## src/rtl/tile_writeback_pkg.sv

```systemverilog
// Shared constants, state encoding and pixel conversion for the tile writeback path.
// The tile buffer holds u0.10 RGBA entries; the framebuffer side takes packed 8-bit RGBA.
package tile_writeback_pkg;

  localparam int TILE_W      = 32;
  localparam int TILE_H      = 32;
  localparam int TILE_AW     = 10;
  localparam int TILE_PIXELS = TILE_W * TILE_H;
  localparam int U010_MAX    = 1023;

  localparam int CH_W  = 16;
  localparam int R_LSB = 0;
  localparam int G_LSB = 16;
  localparam int B_LSB = 32;
  localparam int A_LSB = 48;

  typedef enum logic [1:0] {
    WB_IDLE  = 2'd0,
    WB_RUN   = 2'd1,
    WB_FLUSH = 2'd2,
    WB_DONE  = 2'd3
  } wb_state_t;

  typedef struct packed {
    logic [15:0] x;
    logic [15:0] y;
    logic [31:0] rgba;
  } fb_pixel_t;

  // Values above 1.0 (anything past 1023) clamp to full intensity.
  function automatic logic [7:0] unorm10_to_u8(input logic [CH_W-1:0] v);
    logic [9:0] sat;
    sat = (v > 16'(U010_MAX)) ? 10'(U010_MAX) : v[9:0];
    return sat[9:2];
  endfunction

endpackage

```

## src/rtl/tile_wb_fifo.sv

```systemverilog
// Small synchronous FIFO holding converted pixels until the framebuffer writer accepts them.
// The head reads as zero while empty so the downstream bus is quiet between tiles.
module tile_wb_fifo #(
  parameter int WIDTH = 64,
  parameter int DEPTH = 4
) (
  input  logic                     clk,
  input  logic                     reset,
  input  logic                     push,
  input  logic [WIDTH-1:0]         push_data,
  input  logic                     pop,
  output logic [WIDTH-1:0]         head,
  output logic [$clog2(DEPTH):0]   count,
  output logic                     full,
  output logic                     empty
);

  localparam int PW = $clog2(DEPTH);

  logic [WIDTH-1:0] mem [DEPTH];
  logic [PW-1:0]    wr_ptr;
  logic [PW-1:0]    rd_ptr;
  logic             do_push;
  logic             do_pop;

  assign do_push = push && !full;
  assign do_pop  = pop && !empty;

  // Pointers wrap naturally because DEPTH is a power of two.
  always_ff @(posedge clk) begin
    if (reset) begin
      wr_ptr <= '0;
      rd_ptr <= '0;
      count  <= '0;
    end else begin
      if (do_push) wr_ptr <= wr_ptr + PW'(1);
      if (do_pop)  rd_ptr <= rd_ptr + PW'(1);
      case ({do_push, do_pop})
        2'b10:   count <= count + (PW+1)'(1);
        2'b01:   count <= count - (PW+1)'(1);
        default: count <= count;
      endcase
    end
  end

  always_ff @(posedge clk) begin
    if (do_push) mem[wr_ptr] <= push_data;
  end

  assign empty = (count == '0);
  assign full  = (count == (PW+1)'(DEPTH));
  assign head  = empty ? '0 : mem[rd_ptr];

endmodule

```

## src/rtl/tile_writeback.sv

```systemverilog
// Drains a finished tile buffer to the framebuffer writer in row-major order,
// clearing each entry to the background value right after it has been read.
module tile_writeback
  import tile_writeback_pkg::*;
#(
  parameter logic [63:0] CLEAR_RGBA = 64'h0,
  parameter int          FIFO_DEPTH = 4
) (
  input  logic                clk,
  input  logic                reset,
  input  logic [15:0]         tile_px,
  input  logic [15:0]         tile_py,
  input  logic                start,
  output logic                busy,
  output logic                done,
  output logic [TILE_AW-1:0]  tb_rd_addr,
  input  logic [63:0]         tb_rd_data,
  output logic [TILE_AW-1:0]  tb_wr_addr,
  output logic [63:0]         tb_wr_data,
  output logic                tb_wr_en,
  output logic                fb_valid,
  input  logic                fb_ready,
  output logic [15:0]         fb_x,
  output logic [15:0]         fb_y,
  output logic [31:0]         fb_rgba
);

  localparam int CW = $clog2(FIFO_DEPTH) + 1;
  localparam int XW = $clog2(TILE_W);

  wb_state_t          state_q;
  wb_state_t          state_d;
  logic [TILE_AW-1:0] rd_addr;
  logic [TILE_AW-1:0] cap_addr;
  logic               cap_valid;
  logic [15:0]        org_x;
  logic [15:0]        org_y;
  logic [CW-1:0]      fifo_count;
  logic               fifo_full;
  logic               fifo_empty;
  logic               fifo_pop;
  logic [CW:0]        credit_used;
  logic               issue;
  logic               last_issue;
  logic               flush_last;
  logic               unused_full;
  fb_pixel_t          push_px;
  fb_pixel_t          head_px;

  // A read in flight already owns a FIFO slot, so the FIFO can never overflow.
  assign credit_used = {1'b0, fifo_count} + {{CW{1'b0}}, cap_valid};
  assign issue       = (state_q == WB_RUN) && (credit_used < (CW+1)'(FIFO_DEPTH));
  assign last_issue  = issue && (rd_addr == TILE_AW'(TILE_PIXELS - 1));

  assign fb_valid = !fifo_empty;
  assign fifo_pop = fb_valid && fb_ready;

  // Looking ahead at the final accept lets done follow it on the very next cycle.
  assign flush_last = !cap_valid &&
                      (fifo_empty || (fifo_count == CW'(1) && fifo_pop));

  always_ff @(posedge clk) begin
    if (reset) state_q <= WB_IDLE;
    else       state_q <= state_d;
  end

  always_comb begin
    state_d = state_q;
    case (state_q)
      WB_IDLE:  if (start) state_d = WB_RUN;
      WB_RUN:   if (last_issue) state_d = WB_FLUSH;
      WB_FLUSH: if (flush_last) state_d = WB_DONE;
      WB_DONE:  state_d = WB_IDLE;
      default:  state_d = WB_IDLE;
    endcase
  end

  always_ff @(posedge clk) begin
    if (reset) begin
      rd_addr   <= '0;
      cap_addr  <= '0;
      cap_valid <= 1'b0;
      org_x     <= '0;
      org_y     <= '0;
    end else begin
      cap_valid <= issue;
      if (issue) begin
        cap_addr <= rd_addr;
        rd_addr  <= rd_addr + TILE_AW'(1);
      end
      if (state_q == WB_IDLE && start) begin
        org_x   <= tile_px;
        org_y   <= tile_py;
        rd_addr <= '0;
      end
    end
  end

  always_comb begin
    push_px      = '0;
    push_px.x    = org_x + 16'(cap_addr[XW-1:0]);
    push_px.y    = org_y + 16'(cap_addr[TILE_AW-1:XW]);
    push_px.rgba = {unorm10_to_u8(tb_rd_data[A_LSB +: CH_W]),
                    unorm10_to_u8(tb_rd_data[B_LSB +: CH_W]),
                    unorm10_to_u8(tb_rd_data[G_LSB +: CH_W]),
                    unorm10_to_u8(tb_rd_data[R_LSB +: CH_W])};
  end

  tile_wb_fifo #(
    .WIDTH($bits(fb_pixel_t)),
    .DEPTH(FIFO_DEPTH)
  ) u_fifo (
    .clk       (clk),
    .reset     (reset),
    .push      (cap_valid),
    .push_data (push_px),
    .pop       (fifo_pop),
    .head      (head_px),
    .count     (fifo_count),
    .full      (fifo_full),
    .empty     (fifo_empty)
  );

  assign unused_full = fifo_full;

  assign busy       = (state_q != WB_IDLE);
  assign done       = (state_q == WB_DONE);
  assign tb_rd_addr = rd_addr;
  assign tb_wr_addr = cap_addr;
  assign tb_wr_en   = cap_valid;
  assign tb_wr_data = CLEAR_RGBA;
  assign fb_x       = head_px.x;
  assign fb_y       = head_px.y;
  assign fb_rgba    = head_px.rgba;

endmodule

```

## config.mk

```make
export PLATFORM = sky130hd
export DESIGN_NAME = tile_writeback
export DESIGN_NICKNAME = d
export VERILOG_FILES = /design/src/rtl/tile_writeback_pkg.sv /design/src/rtl/tile_wb_fifo.sv /design/src/rtl/tile_writeback.sv
export SDC_FILE = /design/constraint.sdc
export NUM_CORES = 1
export LEC_CHECK = 0
export BUFFER_PORTS_ARGS = -buffer_cell sky130_fd_sc_hd__buf_2
export CAP_MARGIN = 25
export CELL_PAD_IN_SITES_DETAIL_PLACEMENT = 1
export CELL_PAD_IN_SITES_GLOBAL_PLACEMENT = 2
export CORE_AREA = 2 2 153 267
export CTS_CLUSTER_DIAMETER = 30
export CTS_CLUSTER_SIZE = 25
export DETAILED_ROUTE_END_ITERATION = 6
export DIE_AREA = 0 0 155 269
export GPL_TIMING_DRIVEN = 1
export PLACE_DENSITY_LB_ADDON = 0.1
export SYNTH_ARGS = -nofsm -noshare
export SYNTH_HDL_FRONTEND = slang
export SYNTH_SLANG_ARGS = --single-unit
```

## constraint.sdc

```tcl
create_clock -name clk -period 2.8 [get_ports clk]
set_input_delay 0.14 -clock clk [delete_from_list [all_inputs] [get_ports clk]]
set_output_delay 0.14 -clock clk [all_outputs]
set_load 0.05 [all_outputs]
```

; Word-level counts from Yosys, hierarchy flattened
; Memories as Yosys holds them, arrays and structs flattened. A register that Yosys moved wholly into a read port is not among the register bits.
; Index checks and enable logic that the tools add are counted.
[word_totals]
mem_count = 1
ff_bits = 62
inputBits = 100
mem_bits_rw = 256
[classes]
n_addsub = 8
reduce_logical = 18
eq_ne = 11
magnitude_cmp = 5
mux = 14
[mem_list]
columns = name, words, width, read_ports, rd_ports_with_merged_regs, write_ports, line
row1 = u_fifo.mem, 4, 64, 1, 1, 1, tile_wb_fifo.sv:20  ; logic [WIDTH-1:0] mem [DEPTH];
[ops]
columns = operator, count
row1 = greater-than comparator 16 x 10 -> 1 bit (second input constant), 4
row2 = 2-to-1 mux 64 bit, 1
row3 = 2-to-1 mux 10 bit, 4
row4 = adder 16 x 5 -> 16 bit, 2
row5 = adder 10 x 1 -> 10 bit (second input constant), 1
row6 = == test 10 bit (second input constant), 1
row7 = 2-to-1 mux 2 bit, 5
row8 = logical AND 1 bit, 8
row9 = case mux 2 bit (4 select lines), 1
row10 = == test 2 bit (second input constant), 3
row11 = != test 2 bit (second input constant), 3
row12 = case mux 3 bit (2 select lines), 1
row13 = adder 2 x 1 -> 2 bit (second input constant), 2
row14 = adder 3 x 1 -> 4 bit, 1
row15 = == test 2 x 1 -> 1 bit (second input constant), 2
row16 = < comparator 4 x 3 -> 1 bit (second input constant), 1
row17 = nonzero test 2 bit, 2
row18 = adder 3 x 1 -> 3 bit (second input constant), 1
row19 = == test 3 x 1 -> 1 bit (second input constant), 1
row20 = == test 3 bit (second input constant), 1
row21 = logical NOT 1 bit, 3
row22 = logical NOT 3 bit, 1
row23 = AND reduction 3 bit, 1
row24 = subtractor 3 x 1 -> 3 bit (second input constant), 1
row25 = 4 further kinds, 5

; Depth between registers and ports, before layout
[depth]
word_depth = 8
ltp_mapped = 8
mapped_depth_nobuf = 8

; Cells and area by module
; From an unflattened synthesis, not the netlist that was laid out.
[hier_totals]
hier_cells = 941
hier_area_um2 = 13863.3
[modules_own_cells]
columns = mod, area_each_um2, cells_each, seq_area_each_um2, n_inst
row1 = tile_wb_fifo, 10158.5, 459, 7867.5, 1
row2 = tile_writeback, 3704.8, 482, 1101.1, 1

; Worst setup path after synthesis
; Ideal clock, no wire load.
[synth_timing]
path_kind = reg2reg
startpoint = register cap_valid, in the netlist tb_wr_en
endpoint = memory u_fifo.mem[1][0] (enable)
required_time_ns = 2.371
stages_incl_launch_ff = 3
n_path_buf = 0
synth_period_minus_slack_ns = 3.090
path_slack_ns = -0.290
t_arrival_ns = 2.661
cell_sequence = dfxtp_1 a21boi_1 and2_1
[synth_between]
elab_chain_cells = 3
[synth_lines]
columns = element, line
row1 = from (decl), tile_writeback.sv:35  ; logic cap_valid;
row2 = from (signal assigned), tile_writeback.sv:86  ; cap_valid <= issue;
row3 = logical AND 1 bit, tile_wb_fifo.sv:26  ; assign do_push = push && !full;
row4 = 2-to-1 mux 1 bit, tile_wb_fifo.sv:47  ; if (do_push) mem[wr_ptr] <= push_data;
row5 = 2-to-1 mux 1 bit (implied by the code), tile_wb_fifo.sv:47
row6 = to (decl), tile_wb_fifo.sv:20
; No other way between the ends.

==> run metrics <==
fill count=between 4000 and 5000; first-pass GRT wire length=approximately 49000 um; Post-Synthesis Cells=924; critical path's slowest cell=dfxtp_4; gr busiest metal=met2; # setup viols final=0; data arrival time of the critical path=2450 ps; Stages on worst setup path=4; Die W=155 um; Hold Crit Class=in -> reg; Slew Viols, Final=0; Synth Register Bits=320; Clock Pin Slew Worst Setup and Hold Paths=70 ps; Synth Warn #=0; via count=8134; EDFF count, synth=256; initial antenna violation count=0; Placed Area=0.0152 mm2; CTS tree=yes; GP Congestion=0.701; count leader, synth=edfxtp_1; vias per cell=roughly 4.7; Pleak=6.32 nW; Max clock buf depth=3; worst-path cell chain=buf_4 > mux4_2 > and2_1 > buf_2; Reg area=0.00898 mm2; worst skew pair latency=540 ps; Max VDD drop=around 680 uV; CTS H-tree lvls=2; layout cells sized above 1=a little under a third; fin util=43.5%; Final Hold Vio Count=0; Netlist cell types=between 40 and 50; CP max FO=20; synth top area cells=edfxtp_1 56%, mux4_2 11%, dfxtp_1 9.4%; Worst R2R End=u_fifo.mem[0][44]; R2R Path Start=tb_wr_addr[5]; ANT nets after route=0; Tcrit/Tclk final=roughly 90%; CP Capture Type=output pin; Worst path max stage delay=between 600 and 700 ps; area growth from synthesis to layout=26.3%; Synth Cell Area=between 0.01 and 0.015 mm2; Num CTS Buffers=43; Min Hold Slack=15.3 ps; multi-input logic area=0.00427 mm2; met3 usage=2.80%; Async SR Flop Fraction=0%; routing usage on met2=30.1%; gr ovfl total=0; WL final=between 30000 and 40000 um; Initial Util=34.5%; drt wl/cell=approximately 19 um; fin area=0.0173 mm2; drt pass-1 iters=4; Worst-Margin Slew=roughly 600 ps; IO Port Bufs=179; Worst Setup Start Kind=flip-flop; DR iter-0 viols=about 270; # clock sinks=320; maxcap violations=0; Core Area=0.0397 mm2; die area=roughly 0.042 mm2; fmax=386 MHz; Hold Path Origin=reset; setup bufs post-CTS=0; final worst slack=207 ps; Clock Tree Root=clkbuf_16; WP data required=between 2000 and 3000 ps; hold path endpoint=tb_wr_en; setup tns final=0 ps; Total GRT Usage=between 15 and 20%; routing usage on met1=16.8%; I/O pin cnt=252; row count=97; Worst Clk Skew=19.1 ps; slew margin rel.=60.1%; worst slack, placed=396 ps; power per cell area=1040 mW/mm2; average cell area after synthesis=14.8 um2; dpl hpwl=21100 um; Crit path max-delay family=flip-flops; r2r setup slk=roughly 450 ps; largest net degree at the start of global routing=66; Most used DFF post-synth=edfxtp_1; Post-synth top cells=256 x edfxtp_1, 102 x nand2_1, 71 x and2_1; post-synthesis sequential area ratio=roughly two thirds; status=finished clean; DR DRC count=0; Reg2Reg Depth=7; RSZ-0062 raised after global routing=false; Synth area leader=edfxtp_1; Nets=1325; fin crit period=2590 ps; Die Span Y=between 200 and 300 um; buffers and inverters on the worst path=2; top-area cell type share of the netlist area=about 56%; vias in the first global route=8817; number of antenna diodes=0; Crit Path Category=reg -> out; Cells on Worst Hold Path=2
## final cells by class
class / instances / share of cell area [%]
inverters: 11 / 0.239
clock buffers: 43 / 6.23
clock inverters: 36 / 2.17
well taps: 495 / 3.59
flip-flops and latches: 320 / 52.0
multi-input cells: 553 / 24.7
repair buffers: 269 / 11.1
## how the worst max path moves through the flow
stage | from | endpoint | slack (ps)
global route | flip-flop | fb_x[13] | 70
CTS | flip-flop | fb_x[13] | 110
floorplan | tb_wr_en | u_fifo.mem[0][0] | 390
detailed placement | tb_wr_addr[5] | u_fifo.mem[3][44] | 400
finish | flip-flop | fb_x[8] | 210
global placement | tb_wr_addr[5] | u_fifo.mem[0][46] | 490
## cells in the final DEF (no fill, tap or decap), drive strengths merged, types with 2 or more instances in the layout
cell type,count
xnor2,21
or2,32
xor2,20
bufinv,2
inv,24
o31ai,2
clkinv,18
dfxtp,64
clkinvlp,3
nand2,102
nand2b,4
and3,3
a21o,3
fa,2
and2,71
nand3,7
buf,205
nand4,6
clkbuf,43
o21bai,2
nor2,35
o21ai,7
a21oi,51
mux2i,2
nor3b,3
ha,25
dlygate4sd3,64
nor3,4
edfxtp,256
mux4,64
conb,64
o211ai,2
nor4b,2
nor4,6
a211oi,5
## sequential cells by signal, indices dropped and copies added, names as in the netlist, named ones only
name and cells:
u_fifo.wr_ptr 2, tb_wr_en 1, tb_wr_addr 10, org_y 16
u_fifo.rd_ptr 2, u_fifo.count 3, tb_rd_addr 10, state_q 2
org_x 16, u_fifo.mem 256
## power by group
group	internal, W	switching, W
clock	0.00313	0.00230
combinational	0.00196	0.00471
sequential	0.00555	0.000256
total	0.0106	0.00727
## worst register-to-register path, stage by stage, from the launching register on
cell and delay [ps]:
dfxtp_1 330, ha_1 250, fa_1 440, a211oi_1 260, nor2_1 110, o21bai_1 350, nor2_1 110, xor2_1 310
## kinds of logic after synthesis
logic type	count (synthesis)	share of synthesized area [%]
AND/OR/NAND/NOR	279	10.3
AO/OA/AOI/OAI	76	3.15
XOR/XNOR	41	2.63
flip-flops	320	65.6
buffers and inverters	114	5.01
multiplexers	66	10.7
other	1	0.0274
adder cells (fa/ha/maj)	27	2.58
## timing repair
item,in CTS,in global routing
setup endpoints to repair,0,0
hold endpoints to repair,160,0
hold buffers,64,0
resized for setup,0,0
## stage by stage
| stage | power (W) | cells |
|---|---|---|
| final | 0.0179 | 1727 |
| after global routing | 0.0187 | 1727 |
| after CTS | 0.0183 | 1727 |
| after detailed placement | 0.0127 | 1584 |
| after global placement | 0.0127 | 1584 |
| after floorplan | 0.0109 | 987 |
## routing by layer
metal  vias to the layer above  share of wire [%]
met5                         -                  0
met4                         0                2.5
met3                        47                4.1
met2                       204                 56
met1                      4072                 38
li1                       3811                  -
Power figures use the tool's default switching activity.
